===== src/rtl/ma_stage_pkg.sv =====
// Shared encodings for the memory-access stage: FSM states and funct3 codes.
package ma_stage_pkg;

  typedef enum logic [1:0] {
    MA_IDLE  = 2'd0,
    MA_WAIT  = 2'd1,
    MA_DRAIN = 2'd2
  } ma_state_e;

  localparam logic [2:0] F3_LB  = 3'b000;
  localparam logic [2:0] F3_LH  = 3'b001;
  localparam logic [2:0] F3_LW  = 3'b010;
  localparam logic [2:0] F3_LBU = 3'b100;
  localparam logic [2:0] F3_LHU = 3'b101;
  localparam logic [2:0] F3_SB  = 3'b000;
  localparam logic [2:0] F3_SH  = 3'b001;
  localparam logic [2:0] F3_SW  = 3'b010;

  localparam logic [3:0] BE_ALL = 4'b1111;

endpackage


===== src/rtl/ma_stage_ldst_align.sv =====
// Combinational load/store formatting: store lane replication and byte
// enables, misalignment detection, and load byte/half extract with extension.
module ma_stage_ldst_align
  import ma_stage_pkg::*;
(
  input  logic [2:0]  code,
  input  logic [1:0]  adr_lo,
  input  logic [31:0] st_data,
  input  logic [31:0] rdata,
  output logic [3:0]  st_be,
  output logic [31:0] st_wdata,
  output logic [31:0] ld_data,
  output logic        mis
);

  logic [7:0]  ld_byte;
  logic [15:0] ld_half;

  // Halfwords must be 2-byte aligned, words 4-byte aligned; code 11 is not checked.
  always_comb begin
    mis = 1'b0;
    if (code[1:0] == F3_LH[1:0]) begin
      mis = adr_lo[0];
    end else if (code[1:0] == F3_LW[1:0]) begin
      mis = (adr_lo != 2'b00);
    end
  end

  // Store width follows code[1:0]; anything not byte/half is a full word.
  always_comb begin
    st_be    = BE_ALL;
    st_wdata = st_data;
    case ({1'b0, code[1:0]})
      F3_SB: begin
        st_be    = 4'b0001 << adr_lo;
        st_wdata = {4{st_data[7:0]}};
      end
      F3_SH: begin
        st_be    = 4'b0011 << {adr_lo[1], 1'b0};
        st_wdata = {2{st_data[15:0]}};
      end
      F3_SW: begin
        st_be    = BE_ALL;
        st_wdata = st_data;
      end
      default: begin
        st_be    = BE_ALL;
        st_wdata = st_data;
      end
    endcase
  end

  // Pick the addressed byte/half from the read word and extend it.
  always_comb begin
    case (adr_lo)
      2'd0:    ld_byte = rdata[7:0];
      2'd1:    ld_byte = rdata[15:8];
      2'd2:    ld_byte = rdata[23:16];
      default: ld_byte = rdata[31:24];
    endcase
    ld_half = adr_lo[1] ? rdata[31:16] : rdata[15:0];
    case (code)
      F3_LB:   ld_data = {{24{ld_byte[7]}}, ld_byte};
      F3_LH:   ld_data = {{16{ld_half[15]}}, ld_half};
      F3_LBU:  ld_data = {24'd0, ld_byte};
      F3_LHU:  ld_data = {16'd0, ld_half};
      F3_LW:   ld_data = rdata;
      default: ld_data = rdata;
    endcase
  end

endmodule


===== src/rtl/ma_stage.sv =====
// Memory-access stage: data-cache request/ack FSM, request capture registers
// and MA->WB registers with the two forwarding taps.
//
// state    | meaning
// ---------+-----------------------------------------------------------
// MA_IDLE  | request driven from live MA inputs; zero-wait hits stay here
// MA_WAIT  | request outstanding, driven from captured copy, stalling
// MA_DRAIN | flushed while outstanding; hold request until ack, drop data
module ma_stage
  import ma_stage_pkg::*;
(
  input  logic        clk,
  input  logic        rst_n,
  input  logic        cmd_ld_ma,
  input  logic        cmd_st_ma,
  input  logic [4:0]  rd_adr_ma,
  input  logic [31:0] rd_data_ma,
  input  logic        wbk_rd_reg_ma,
  input  logic [31:0] st_data_ma,
  input  logic [2:0]  ldst_code_ma,
  input  logic        stall,
  input  logic        rst_pipe,
  output logic        dc_req,
  output logic        dc_we,
  output logic [29:0] dc_adr,
  output logic [3:0]  dc_be,
  output logic [31:0] dc_wdata,
  input  logic        dc_ack,
  input  logic [31:0] dc_rdata,
  output logic        dc_stall,
  output logic        ldst_misalign_ma,
  output logic [4:0]  rd_adr_wb,
  output logic        wbk_rd_reg_wb,
  output logic [31:0] wbk_data_wb,
  output logic [31:0] wbk_data_wb2
);

  ma_state_e   state_q, state_d;

  logic        ld_q, st_q;
  logic [31:0] adr_q, st_data_q;
  logic [2:0]  code_q;

  logic        use_cap;
  logic        is_ld, is_st;
  logic [31:0] adr_sel, st_data_sel;
  logic [2:0]  code_sel;

  logic [3:0]  st_be;
  logic [31:0] st_wdata, ld_data;
  logic        mis_raw, mis_acc, acc, cap_en, stall_all;
  logic [31:0] wb_pre;

  // Outside IDLE the in-flight request comes from the captured copy, so a
  // flushed MA slot cannot disturb an access the cache is still serving.
  assign use_cap     = (state_q != MA_IDLE);
  assign is_ld       = use_cap ? ld_q      : cmd_ld_ma;
  assign is_st       = use_cap ? st_q      : cmd_st_ma;
  assign adr_sel     = use_cap ? adr_q     : rd_data_ma;
  assign code_sel    = use_cap ? code_q    : ldst_code_ma;
  assign st_data_sel = use_cap ? st_data_q : st_data_ma;

  ma_stage_ldst_align u_align (
    .code     (code_sel),
    .adr_lo   (adr_sel[1:0]),
    .st_data  (st_data_sel),
    .rdata    (dc_rdata),
    .st_be    (st_be),
    .st_wdata (st_wdata),
    .ld_data  (ld_data),
    .mis      (mis_raw)
  );

  // ALU ops carry arbitrary funct3/result bits, so only ld/st can be misaligned.
  assign mis_acc = (is_ld | is_st) & mis_raw;
  assign acc     = (cmd_ld_ma | cmd_st_ma) & ~mis_acc & ~rst_pipe;

  // State register.
  always_ff @(posedge clk) begin
    if (!rst_n) begin
      state_q <= MA_IDLE;
    end else begin
      state_q <= state_d;
    end
  end

  // Next-state logic; an ack always wins over a flush.
  always_comb begin
    state_d = state_q;
    case (state_q)
      MA_IDLE:  if (acc && !dc_ack) state_d = MA_WAIT;
      MA_WAIT: begin
        if (dc_ack)        state_d = MA_IDLE;
        else if (rst_pipe) state_d = MA_DRAIN;
      end
      MA_DRAIN: if (dc_ack) state_d = MA_IDLE;
      default:  state_d = MA_IDLE;
    endcase
  end

  // Request, stall and capture strobe per state.
  always_comb begin
    dc_req   = 1'b0;
    dc_stall = 1'b0;
    cap_en   = 1'b0;
    case (state_q)
      MA_IDLE: begin
        dc_req   = acc;
        dc_stall = acc & ~dc_ack;
        cap_en   = acc & ~dc_ack;
      end
      MA_WAIT: begin
        dc_req   = 1'b1;
        dc_stall = ~dc_ack;
      end
      MA_DRAIN: begin
        dc_req   = 1'b1;
        dc_stall = 1'b1;
      end
      default: begin
        dc_req   = 1'b0;
        dc_stall = 1'b0;
      end
    endcase
  end

  // Request payload is forced to zero whenever no request is presented.
  assign dc_we            = dc_req & is_st;
  assign dc_adr           = dc_req ? adr_sel[31:2] : 30'd0;
  assign dc_be            = !dc_req ? 4'd0 : (is_ld ? BE_ALL : st_be);
  assign dc_wdata         = (dc_req && is_st) ? st_wdata : 32'd0;
  assign ldst_misalign_ma = mis_acc;

  assign stall_all = stall | dc_stall;
  assign wb_pre    = is_ld ? ld_data : rd_data_ma;

  // Capture the request when it goes outstanding.
  always_ff @(posedge clk) begin
    if (!rst_n) begin
      ld_q      <= 1'b0;
      st_q      <= 1'b0;
      adr_q     <= 32'd0;
      code_q    <= 3'd0;
      st_data_q <= 32'd0;
    end else if (cap_en) begin
      ld_q      <= cmd_ld_ma;
      st_q      <= cmd_st_ma;
      adr_q     <= rd_data_ma;
      code_q    <= ldst_code_ma;
      st_data_q <= st_data_ma;
    end
  end

  // MA->WB registers: reset, then flush, then advance when not stalled.
  always_ff @(posedge clk) begin
    if (!rst_n) begin
      rd_adr_wb     <= 5'd0;
      wbk_rd_reg_wb <= 1'b0;
      wbk_data_wb   <= 32'd0;
      wbk_data_wb2  <= 32'd0;
    end else if (rst_pipe) begin
      rd_adr_wb     <= 5'd0;
      wbk_rd_reg_wb <= 1'b0;
      wbk_data_wb   <= 32'd0;
      wbk_data_wb2  <= 32'd0;
    end else if (!stall_all) begin
      rd_adr_wb     <= rd_adr_ma;
      wbk_rd_reg_wb <= wbk_rd_reg_ma & ~mis_acc;
      wbk_data_wb   <= wb_pre;
      wbk_data_wb2  <= wbk_data_wb;
    end
  end

endmodule


===== config.mk =====
export PLATFORM = sky130hd
export DESIGN_NAME = ma_stage
export DESIGN_NICKNAME = d
export VERILOG_FILES = /design/src/rtl/ma_stage_pkg.sv /design/src/rtl/ma_stage_ldst_align.sv /design/src/rtl/ma_stage.sv
export SDC_FILE = /design/constraint.sdc
export NUM_CORES = 1
export LEC_CHECK = 0
export CAP_MARGIN = 20
export CORE_UTILIZATION = 35
export DETAILED_ROUTE_END_ITERATION = 8
export HOLD_SLACK_MARGIN = 0.05
export PLACE_DENSITY = 0.72
export SYNTH_ARGS = -nofsm -noshare
export SYNTH_HDL_FRONTEND = slang
export SYNTH_SLANG_ARGS = --single-unit

===== constraint.sdc =====
create_clock -name clk -period 3.4 [get_ports clk]
set_clock_uncertainty 0.05 [all_clocks]
set_input_delay 0.68 -clock clk [delete_from_list [all_inputs] [get_ports clk]]
set_output_delay 0.68 -clock clk [all_outputs]
set_load 0.01 [all_outputs]

==> results by group <==
Status
  • Status: finished, violations left
  • Failing checks: setup timing

Synth
  • Post-synthesis adder-cell area fraction: 0.006691
  • Synth warn: 0
  • Largest family of logic cells by synthesized area: compound AO/OA/AOI/OAI gates
  • Async SR Flop Fraction: 0
  • Syn Std Cell Area: 7480 um^2
  • Area leader, netlist: dfxtp_1
  • Prevailing post-synth register cell: dfxtp_1
  • Count of state elements after synthesis: 141
  • XOR/XNOR share of the synthesized area: 0
  • Post-synth top area share: 0.3774
  • Synth top area cells: dfxtp_1 (38%), nand2_1 (12%), a21oi_1 (7.8%)
  • Multiplexer area fraction after synthesis: 0.1046
  • Number of synthesized flops with an enable pin: 0
  • Avg Inst Size Synth: 7.751 um^2
  • Synth Net Count: 1081
  • Post-Synth Simple-Gate Area: 0.2114
  • Unique cell type count in the Yosys netlist: 56
  • Gate Count Post-Synth: 965
  • Synth Area in Compound Gates: 0.2377
  • Sequential-to-total area share from yosys stat: 0.3774

Place
  • Placed cell area: 10460 um^2
  • Post-Place Worst Slack: -0.3984 ns
  • Final RePlAce weighted congestion: 0.8967
  • PortBufs: 251
  • DP HPWL: 19910 um

Run
  • Total of max-cap violations: 0

Route
  • Drt first pass iters: 5
  • Initial drt markers: 468
  • Routed len/inst: 18.39 um
  • DRC viols: 0
  • WL final: 28120 um
  • Vias per inst: 5.371
  • Total number of vias: 8213
  • Final ANT Viol Nets: 0

Critical path
  • WS Path Type: flip-flop to output pin
  • Worst path max stage delay: 0.34 ns
  • Worst setup SP type: flip-flop
  • CP Data Required Time: 2.67 ns
  • Data arrival, critical path: 2.71 ns
  • Worst path bufs/invs: 6
  • Critical path's top delay family: buffers and inverters
  • Critical Path Slowest Stage Cell: dfxtp_2
  • Worst path cell trace: inv_2 -> ha_4 -> buf_12 -> mux2_4 -> a22oi_2 -> buf_4 -> a311oi_4 -> o21bai_4 -> buf_6 -> clkbuf_16 -> nor2_1 -> buf_2
  • Critical path peak fanout: 8
  • CP Capture Type: output pin

Global routing
  • Initial antenna violation count: 2
  • Tot GR Track Use: 0.2501
  • Vias in the first global route: 7773
  • Grt total ovfl: 0
  • Largest net degree at the start of global routing: 72
  • First-pass GRT wire length: 42740 um

Pwr
  • Combinational power share: 0.268
  • Switching Share: 0.3192
  • Max IR drop VDD: 324.6 uV
  • Net Sw Power: 1.631 mW
  • Clk pwr share: 0.388
  • Pwr dens: 440.1 nW/um^2
  • Overall power consumption: 5.110 mW
  • Internal power: 3.479 mW
  • Flop pwr share: 0.344
  • Leak: 4.614 nW

Timing
  • Fin crit share: 1.013
  • Final hold violations: 0
  • Hold slack: 0.4036 ns
  • Fmax: 290.3 MHz
  • Worst-margin pin slew: 0.8135 ns
  • Final setup vio count: 20
  • Max Slew Vio Count: 0
  • Min Tclk post-route: 3.445 ns
  • Unrepaired setup endpoints after global routing: yes
  • Slew HR: 0.4577
  • Setup ws final: -0.04490 ns

Clock tree
  • # H-tree levels: 4
  • TritonCTS clock tree: built
  • Clock Sinks: 141
  • Clock-pin slew on the worst setup and hold paths: 0.07 ns
  • Later-pin clock latency in the skew report: 0.43 ns
  • Root buf cell: clkbuf_16
  • Hold buffers post-CTS: 0
  • Cts bufs inserted: 17
  • CTS Buffer Depth: 2

Floorplanning
  • Num ports: 252
  • Core area: 20960 um^2
  • Die X: 148.2 um
  • DIE HEIGHT: 148.2 um
  • Cell row count: 53
  • Initial core utilization: 0.3569
  • Die area: 21960 um^2

Finish
  • Area Growth Syn to Fin: 55.24%
  • Nets@finish: 1356
  • Share of cells above drive strength 1: 0.2075
  • Filler cells: 1905
  • Post-route cell area: 11610 um^2

Hold path
  • Min-Delay Path Class: flip-flop to flip-flop
==> cell usage in the layout, fill, tap and decap left out, drive strengths merged, types with 2 or more instances in the layout <==
| cell type | instances |
|---|---|
| dfxtp | 141 |
| clkdlybuf4s50 | 179 |
| nor3 | 3 |
| clkinv | 2 |
| a31oi | 2 |
| and3 | 2 |
| nand3 | 35 |
| clkdlybuf4s15 | 13 |
| or3 | 2 |
| ha | 4 |
| nor2 | 76 |
| bufinv | 2 |
| mux2 | 14 |
| a21oi | 117 |
| o21ai | 44 |
| dlymetal6s2s | 3 |
| or3b | 2 |
| nor4 | 8 |
| o2bb2ai | 8 |
| o31ai | 8 |
| mux2i | 60 |
| clkbuf | 33 |
| nor2b | 9 |
| nand2 | 235 |
| o21bai | 3 |
| a32o | 16 |
| a221oi | 9 |
| o211ai | 5 |
| o221ai | 8 |
| buf | 127 |
| inv | 20 |
| a211oi | 48 |
==> power groups by stage <==
| stage | registers (mW) | logic, mW | clock network, mW |
|---|---|---|---|
| after CTS | 1.76 | 1.23 | 2.01 |
| after global routing | 1.77 | 1.46 | 2.08 |
| after global placement | 1.79 | 1.20 | 0 |
| after detailed placement | 1.79 | 1.21 | 0 |
| final | 1.76 | 1.37 | 1.98 |
| after floorplan | 1.79 | 0.608 | 0 |
==> repair_timing <==
action / CTS / global route
pin swaps: 6 / 19
endpoints found under the setup margin: 70 / 68
cloned: 1 / 2
buffers inserted: 21 / 4
gates resized for setup: 224 / 139
==> worst paths after layout <==
path                 from  slack, ns              end  cells after the start
max reg2reg    state_q[1]       0.49  wbk_data_wb[13]                     12
max            state_q[1]      -0.04       dc_adr[27]                     12
min reg2reg  rd_adr_wb[3]       0.40     rd_adr_wb[3]                      2
min          rd_adr_wb[3]       0.40     rd_adr_wb[3]                      2
==> synthesized netlist by cell type, types with 2 or more instances <==
| master | n |
|---|---|
| inv_1 | 9 |
| o21bai_1 | 2 |
| nor2b_1 | 9 |
| buf_2 | 29 |
| o221ai_1 | 8 |
| o2bb2ai_1 | 8 |
| o21ai_0 | 37 |
| a221oi_1 | 9 |
| nor3_1 | 2 |
| o21ai_1 | 6 |
| mux2i_1 | 58 |
| or3_1 | 2 |
| dfxtp_1 | 141 |
| nand3_1 | 35 |
| a32o_1 | 16 |
| buf_6 | 4 |
| and3_1 | 2 |
| mux2_4 | 2 |
| nor4_1 | 7 |
| o211ai_1 | 4 |
| mux2_2 | 12 |
| a211oi_1 | 47 |
| buf_4 | 11 |
| o31ai_1 | 8 |
| clkbuf_1 | 38 |
| ha_1 | 4 |
| nand2_1 | 235 |
| a21oi_1 | 117 |
| nor2_1 | 76 |
==> cell type report <==
cell class / instances / area [um^2] / area share
timing repair buffer: 340 / 3222 / 0.2775
tap: 275 / 344.1 / 0.02963
inverter: 10 / 37.54 / 0.003233
clock buffer: 17 / 425.4 / 0.03664
sequential: 141 / 2825 / 0.2433
antenna: 1 / 2.502 / 0.0002155
clock inverter: 15 / 192.7 / 0.01659
multi-input combinational: 730 / 4562 / 0.3929
==> cell families (layout without fill, tap and decap cells) <==
family,after synthesis,after routing
compound gates,274,274
fa+ha+maj,4,4
buf+inv,94,382
flops,141,141
mux,74,74
other cells,0,1
simple gates,378,378
==> flip-flops by register name, summed over array words and instances (netlist names) <==
name / cells
adr_q: 32
code_q: 3
ld_q: 1
rd_adr_wb: 5
st_data_q: 32
st_q: 1
state_q: 2
wbk_data_wb: 32
wbk_data_wb2: 32
wbk_rd_reg_wb: 1
==> worst reg2reg max path: cells and delay by family (launching register included) <==
kind	cells	cell delay, ns
and+or+nand+nor	1	0.29
muxes	1	0.31
DFF	1	0.34
buffers and inverters	6	1.15
AOI/OAI and AO/OA	3	0.52
adders and majority gates	1	0.17
==> routing by layer <==
layer / GRT usage / share of wire / routed length (um) / vias up
li1: - / - / - / 3962
met3: 0.06902 / 0.075 / 2113 / 59
met1: 0.3068 / 0.42 / 11700 / 3864
met5: 0 / 0.00043 / 12 / -
met2: 0.4134 / 0.47 / 13290 / 326
met4: 0.09845 / 0.036 / 1009 / 2
==> through the flow <==
step | util | setup TNS [ns] | instances
floorplan | - | 0 | 965
global placement | 0.4992 | -20.52 | 1470
detailed placement | 0.4992 | -20.26 | 1470
CTS | 0.5345 | -0.2902 | 1523
global route | 0.5540 | -2.589 | 1528
finish | 0.5541 | -0.4005 | 1529
No activity file was read; power rests on OpenSTA's default activity.
